--- config.mk ---
export PLATFORM = sky130hd
export DESIGN_NAME = keccak_chi_dom_stream
export DESIGN_NICKNAME = d
export VERILOG_FILES = /design/src/rtl/keccak_chi_dom_stream.sv
export SDC_FILE = /design/constraint.sdc
export NUM_CORES = 1
export LEC_CHECK = 0
export CAP_MARGIN = 40
export CORE_UTILIZATION = 45
export CTS_BUF_LIST = sky130_fd_sc_hd__clkbuf_8
export DETAILED_ROUTE_END_ITERATION = 8
export MAX_ROUTING_LAYER = met4
export PLACE_DENSITY = 0.76
export SKIP_CTS_REPAIR_TIMING = 1
export SYNTH_ARGS = -nofsm -noshare
export SYNTH_HDL_FRONTEND = slang
export SYNTH_SLANG_ARGS = --single-unit
--- constraint.sdc ---
create_clock -name ClkxCI -period 1.49 [get_ports ClkxCI]
set_input_delay 0.2235 -clock ClkxCI [delete_from_list [all_inputs] [get_ports ClkxCI]]
set_output_delay 0.2235 -clock ClkxCI [all_outputs]
set_load 0.02 [all_outputs]
--- src/rtl/keccak_chi_dom_stream.sv ---
// Masked Keccak chi+iota (DOM) with valid/ready stream and randomness handshake.
// Ports: ClkxCI/RstxRI clock and sync reset; InValidxSI/InReadyxSO/InputxDI input
// stream; IotaRCxDI round constant per row; ZxDI/RndValidxSI/RndReadyxSO fresh
// randomness; OutValidxSO/OutReadyxSI/OutputxDO output stream; LastxSO last beat.
module keccak_chi_dom_stream #(
    parameter int SHARES    = 3,
    parameter int ROWS      = 5,
    parameter int BEATS     = 64,
    parameter int LESS_RAND = 0
) (
    input  logic                                    ClkxCI,
    input  logic                                    RstxRI,
    input  logic                                    InValidxSI,
    output logic                                    InReadyxSO,
    input  logic [SHARES*ROWS*5-1:0]                InputxDI,
    input  logic [ROWS-1:0]                         IotaRCxDI,
    input  logic [(SHARES*(SHARES-1)/2)*ROWS*5-1:0] ZxDI,
    input  logic                                    RndValidxSI,
    output logic                                    RndReadyxSO,
    output logic                                    OutValidxSO,
    input  logic                                    OutReadyxSI,
    output logic [SHARES*ROWS*5-1:0]                OutputxDO,
    output logic                                    LastxSO
);
    localparam int NPAIR = SHARES*(SHARES-1)/2;
    localparam int W     = ROWS*5;
    localparam int CW    = (BEATS > 1) ? $clog2(BEATS) : 1;
    localparam logic [CW-1:0] CNT_LAST = CW'(BEATS-1);

    logic [W-1:0]  term_d [SHARES][SHARES];
    logic [W-1:0]  term_q [SHARES][SHARES];
    logic [CW-1:0] cnt_q;
    logic          valid_q;
    logic          last_q;
    logic          accept;

    // Ready depends on output-side space only, never on the input valids.
    assign InReadyxSO  = ~valid_q | OutReadyxSI;
    assign accept      = InValidxSI & RndValidxSI & InReadyxSO & ~RstxRI;
    assign RndReadyxSO = accept;
    assign OutValidxSO = valid_q;
    assign LastxSO     = last_q;

    for (genvar i = 0; i < SHARES; i++) begin : g_i
        for (genvar j = 0; j < SHARES; j++) begin : g_j
            localparam int P = (i < j) ? i + j*(j-1)/2 : j + i*(i-1)/2;
            logic [W-1:0] t;
            for (genvar r = 0; r < ROWS; r++) begin : g_r
                for (genvar x = 0; x < 5; x++) begin : g_x
                    localparam int B  = r*5 + x;
                    localparam int B1 = r*5 + (x+1)%5;
                    localparam int B2 = r*5 + (x+2)%5;
                    if (i == j) begin : g_in
                        // The last two shares drop their linear part when the
                        // share itself serves as refresh of the last pair.
                        if (LESS_RAND != 0 && i >= SHARES-2) begin : g_lr
                            assign t[B] = ~InputxDI[i*W+B1] & InputxDI[i*W+B2];
                        end else begin : g_full
                            assign t[B] = InputxDI[i*W+B]
                                        ^ (~InputxDI[i*W+B1] & InputxDI[i*W+B2]);
                        end
                    end else begin : g_cr
                        logic rf;
                        logic rc;
                        if (LESS_RAND != 0 && P == NPAIR-1) begin : g_rs
                            assign rf = InputxDI[i*W+B];
                        end else begin : g_rz
                            assign rf = ZxDI[P*W+B];
                        end
                        if (i == 0 && j == 1 && x == 0) begin : g_io
                            assign rc = IotaRCxDI[r];
                        end else begin : g_nio
                            assign rc = 1'b0;
                        end
                        assign t[B] = (InputxDI[i*W+B1] & InputxDI[j*W+B2]) ^ rf ^ rc;
                    end
                end
            end
            assign term_d[i][j] = t;
        end

        // Pure XOR tree straight off the term flops.
        logic [W-1:0] o;
        always_comb begin
            o = '0;
            for (int k = 0; k < SHARES; k++) o = o ^ term_q[i][k];
        end
        assign OutputxDO[i*W +: W] = o;
    end

    always_ff @(posedge ClkxCI) begin
        if (RstxRI) begin
            term_q  <= '{default: '0};
            cnt_q   <= '0;
            valid_q <= 1'b0;
            last_q  <= 1'b0;
        end else begin
            if (accept) begin
                term_q <= term_d;
                last_q <= (cnt_q == CNT_LAST);
                cnt_q  <= (cnt_q == CNT_LAST) ? '0 : cnt_q + 1'b1;
            end
            if (accept)           valid_q <= 1'b1;
            else if (OutReadyxSI) valid_q <= 1'b0;
        end
    end
endmodule
== Word-level counts from Yosys, hierarchy flattened ==
Index checks and enable logic that the tools add are counted.

* Bitwise gates (word level): 542
* Muxes and demuxes: 3
* Equality and inequality tests: 1
* Add/subtract/negate cells: 1
* Reductions and logical operators: 1

{| class="wikitable"
|+ Operators by type and width
! cell !! number
|-
| 1-bit XOR || 230
|-
| 1-bit AND || 228
|-
| 25-bit XOR || 6
|-
| 1-bit NOT || 77
|-
| 6-bit by 1-bit adder with 6-bit output, second input constant || 1
|-
| 6-bit == test, second input constant || 1
|-
| 6-bit two-way mux || 1
|-
| 1-bit two-way mux || 2
|-
| 2-bit nonzero test || 1
|-
| 1-bit bitwise OR || 1
|}

* Logic and storage cells: 560
* Output and inout bits: 79
* Register bits: 233

== Depth between registers and ports, before layout ==
* Word-level depth: 5
* Depth in mapped cells: 6
* Gate-level depth less buffers: 5

== Worst setup path after synthesis ==
Ideal clock, no wire load.

* Path kind: register to output
* Start point: register valid_q (netlist: OutValidxSO)
* End point: output port RndReadyxSO
* Slack: 0.060 ns
* Arrival: 1.206 ns
* Stages on the path, launching flop included: 6
* Path buffers: 1
* Required time: 1.266 ns
* Cells stage by stage: dfxtp_1 nor2b_4 inv_2 nand3_2 buf_2 nor2_1

* Word-level cells in the longest chain between the ends: 4

{| class="wikitable"
|+ Ends and longest elaborated chain
! element !! line !! text
|-
| start, declared || 33 || <nowiki>logic valid_q;</nowiki>
|-
| start signal, assigned || 95 || <nowiki>valid_q <= 1'b0;</nowiki>
|-
| start signal, assigned || 103 || <nowiki>if (accept) valid_q <= 1'b1;</nowiki>
|-
| start signal, assigned || 104 || <nowiki>else if (OutReadyxSI) valid_q <= 1'b0;</nowiki>
|-
| 1-bit NOT || 38 || <nowiki>assign InReadyxSO = ~valid_q | OutReadyxSI;</nowiki>
|-
| 1-bit bitwise OR || 38 ||
|-
| net InReadyxSO || 14 || <nowiki>output logic InReadyxSO,</nowiki>
|-
| 1-bit AND (2 in a row) || 39 || <nowiki>assign accept = InValidxSI & RndValidxSI & InReadyxSO & ~RstxRI;</nowiki>
|-
| end, declared || 19 || <nowiki>output logic RndReadyxSO,</nowiki>
|}

The timed path passes the listed nets, and every way through them passes these cells.

== Final worst setup path ==
* Start point: register term_q[42] in the netlist's numbering
* End point: output port OutputxDO[67]

* Word-level cells in the longest chain between the ends: 2

{| class="wikitable"
|+ Ends and longest elaborated chain
! element !! line !! text
|-
| start, declared || 31 || <nowiki>logic [W-1:0] term_q [SHARES][SHARES];</nowiki>
|-
| start signal, assigned || 99 || <nowiki>term_q <= term_d;</nowiki>
|-
| 25-bit XOR (2 in a row) || 86 || <nowiki>for (int k = 0; k < SHARES; k++) o = o ^ term_q[i][k];</nowiki>
|-
| end, declared || 22 || <nowiki>output logic [SHARES*ROWS*5-1:0] OutputxDO,</nowiki>
|}

No other way between the ends.

==> run metrics <==
Crit path required time=1270 ps; Post-Synth Simple-Gate Area=0.1532; worst hold slack=54.11 ps; port bufs=238; Reg clk slew, reported paths=60 ps; Seq/Total Area, Yosys=0.3499; f_max=598.8 MHz; CP startpoint=term_q[42]; syn_area_per_cell=9.495 um^2; drt pass-1 iters=5; RD Place Congestion=0.8296; Die Area=30320 um^2; top_reg_cell synth=dfxtp_1; area taken by multi-input logic gates=9024 um^2; syn_nets=1565; net switching power=6.060 mW; Int Pwr=around 13 mW; count of final setup violators=267; share of layout cells above drive strength 1=0.4349; Sink Count=233; Final Non-Filler Cells=2212; Setup TNS Final=-17660 ps; FF-to-FF Start=OutValidxSO; failing checks=setup timing; I/O Pins=239; Core ar.=just under 30000 um^2; first-pass GRT wire length=52630 um; register bit total from synthesis=~230; placed cell count=2055; Setup WS post-layout=-180.0 ps; Final ANT Viol Nets=0; pwr dens=945.0 nW/um^2; Layout area overhead=49.03%; drt total wl=38990 um; outcome=finished, violations left; Worst slew margin=0.3783; max-cap violation count=0; critical path type=flop to output port; switching share of power=0.3228; Synth cell types=30; Max clock buf depth=3; pins over their slew limit=0; Gate power share=0.317; vias per cell=5.176; Critical Path Sink Type=output port; initial antenna violation count=0; final hold vios=0; asr flop ratio synth=0; post-DP HPWL=22730 um; Root Driver=clkbuf_8; crit-path cells=xnor2_2, xnor2_1, buf_4; drt drc=0; Peak VDD IR=0.0008147 V; final period demand of the worst path=between 1500 and 2000 ps; GRT overflow=0; Synth Area in XOR/XNOR=0.2510; Die Span Y=174.1 um; multiplexer share of the synthesized area=0; First DRT Iteration DRCs=743; Synth Warn #=0; RSZ-0062 raised after global routing=yes; fin nets=1963; die width=174.1 um; Syn Inst Count=1404; Register Area=4827 um^2; Arr. time, crit path=1450 ps; vias=between 10000 and 15000; TritonCTS Buffers=43; P_leak=7.333 nW; clock network power share=0.301; Synth Area in Adders=0.0009385; post-synthesis compound-gate area fraction=0.2049; Max H-tree Level=2; CTS tree=yes; R2R Setup Slk=-140 ps; largest family of logic cells by synthesized area=XOR/XNOR gates; worst min-delay path startpoint=RstxRI; EDFF count, synth=0; worst skew pair latency=550 ps; # rows=62; vias in the first global route=10660; worst-margin pin slew=approximately 930 ps; CP max stage cell=dfxtp_2; startpoint types=flop; share of power burned in registers=0.382; fin crit share=1.121; GRT Util Overall=0.2161; Worst Skew=14.38 ps; CP peak stage delay=330 ps; largest net degree at the start of global routing=127; Starting Density=0.4607; Cell Area, Synth=between 10000 and 15000 um^2; Ant. Diodes=0; fillers=2029; crit-path max FO=2; Hold WC Path Type=input pin to flop; WL/cell=17.63 um
==> cell usage after synthesis, types with 2 or more instances <==
| cell | instances | area (um^2) |
|---|---|---|
| buf_4 | 15 | 112.6 |
| a21oi_1 | 9 | 45.04 |
| nand2_1 | 168 | 630.6 |
| buf_1 | 15 | 56.30 |
| buf_2 | 20 | 100.1 |
| a211oi_1 | 18 | 135.1 |
| nor2_1 | 223 | 837.1 |
| buf_6 | 22 | 247.7 |
| dfxtp_1 | 233 | 4664 |
| nor2b_1 | 75 | 469.2 |
| or3_1 | 2 | 12.51 |
| clkbuf_1 | 4 | 15.01 |
| xor2_1 | 150 | 1314 |
| a211oi_2 | 203 | 2540 |
| xnor2_1 | 232 | 2032 |
==> per-stage QoR <==
| step | utilization | total power [mW] | worst slack [ps] | area, um^2 |
|---|---|---|---|---|
| finish | 0.6866 | 18.78 | -180.0 | 19870 |
| global route | 0.6866 | 19.59 | -248.4 | 19870 |
| CTS | 0.6014 | 17.97 | -739.1 | 17400 |
| detailed placement | 0.5749 | 12.31 | -453.8 | 16630 |
| global placement | 0.5749 | 12.22 | -464.7 | 16630 |
| floorplan | - | 10.14 | 60.07 | 13330 |
==> area by class of cell <==
cell class | instances | area share
clock buffer | 49 | 0.03394
clock inverter | 22 | 0.004786
inverter | 1 | 0.0001889
multi-input combinational | 1094 | 0.4542
sequential | 233 | 0.2430
tap | 384 | 0.02418
timing repair buffer | 429 | 0.2398
==> kinds of logic after synthesis <==
kind of cell               after synthesis
xor gates and xnor gates               382
and+or+nand+nor                        479
AOI/OAI and AO/OA                      232
DFF                                    233
buffers and inverters                   77
adders and majority gates                1
==> sequential cells by signal (all words and copies together) (netlist names) <==
signal,cells
cnt_q,6
term_q,225
LastxSO,1
OutValidxSO,1
==> worst paths after layout <==
kind,end,cells past startpoint
worst max-delay path,OutputxDO[67],3
worst max register to register,term_q[153],9
worst min register to register,LastxSO,2
worst min-delay path,cnt_q[5],3
==> worst max-delay path: cells and delay by family (launching register included) <==
| family | cells | cell delay [ps] |
|---|---|---|
| flops | 1 | 330 |
| xor+xnor | 2 | 380 |
| buf+inv | 1 | 190 |
==> placed cells by master (no fill, tap or decap), types with 2 or more instances in the layout <==
| cell type | instances |
|---|---|
| a211oi_2 | 217 |
| nor2_1 | 190 |
| nand2_1 | 167 |
| buf_4 | 159 |
| clkdlybuf4s50_1 | 158 |
| xor2_1 | 150 |
| xnor2_1 | 146 |
| dfxtp_2 | 130 |
| dfxtp_1 | 103 |
| xnor2_2 | 86 |
| nor2b_1 | 75 |
| clkbuf_8 | 49 |
| clkbuf_16 | 31 |
| buf_6 | 31 |
| buf_12 | 22 |
| inv_1 | 18 |
| nor2_4 | 17 |
| nor2_2 | 17 |
| buf_8 | 11 |
| a21oi_1 | 8 |
| buf_2 | 8 |
| buf_16 | 7 |
| a211oi_1 | 4 |
| clkinvlp_4 | 3 |
| nand2_2 | 2 |
| or3_1 | 2 |
| dlymetal6s2s_1 | 2 |
==> power by group through the flow <==
stage | Sequential [mW] | Combinational, mW | Clock, mW
after floorplan | 7.05 | 3.08 | 0
after global placement | 7.09 | 5.13 | 0
after detailed placement | 7.11 | 5.20 | 0
after CTS | 6.98 | 5.25 | 5.74
after global routing | 7.21 | 6.30 | 6.08
final | 7.16 | 5.96 | 5.65
==> per-layer routing <==
layer	GRT usage	wire [um]	vias up
met2	0.3623	19760	363
met1	0.2652	16370	5542
met4	0.06579	841	0
li1	-	-	5465
met5	-	0	-
met3	0.03521	2027	79
No activity file was read; power rests on OpenSTA's default activity.
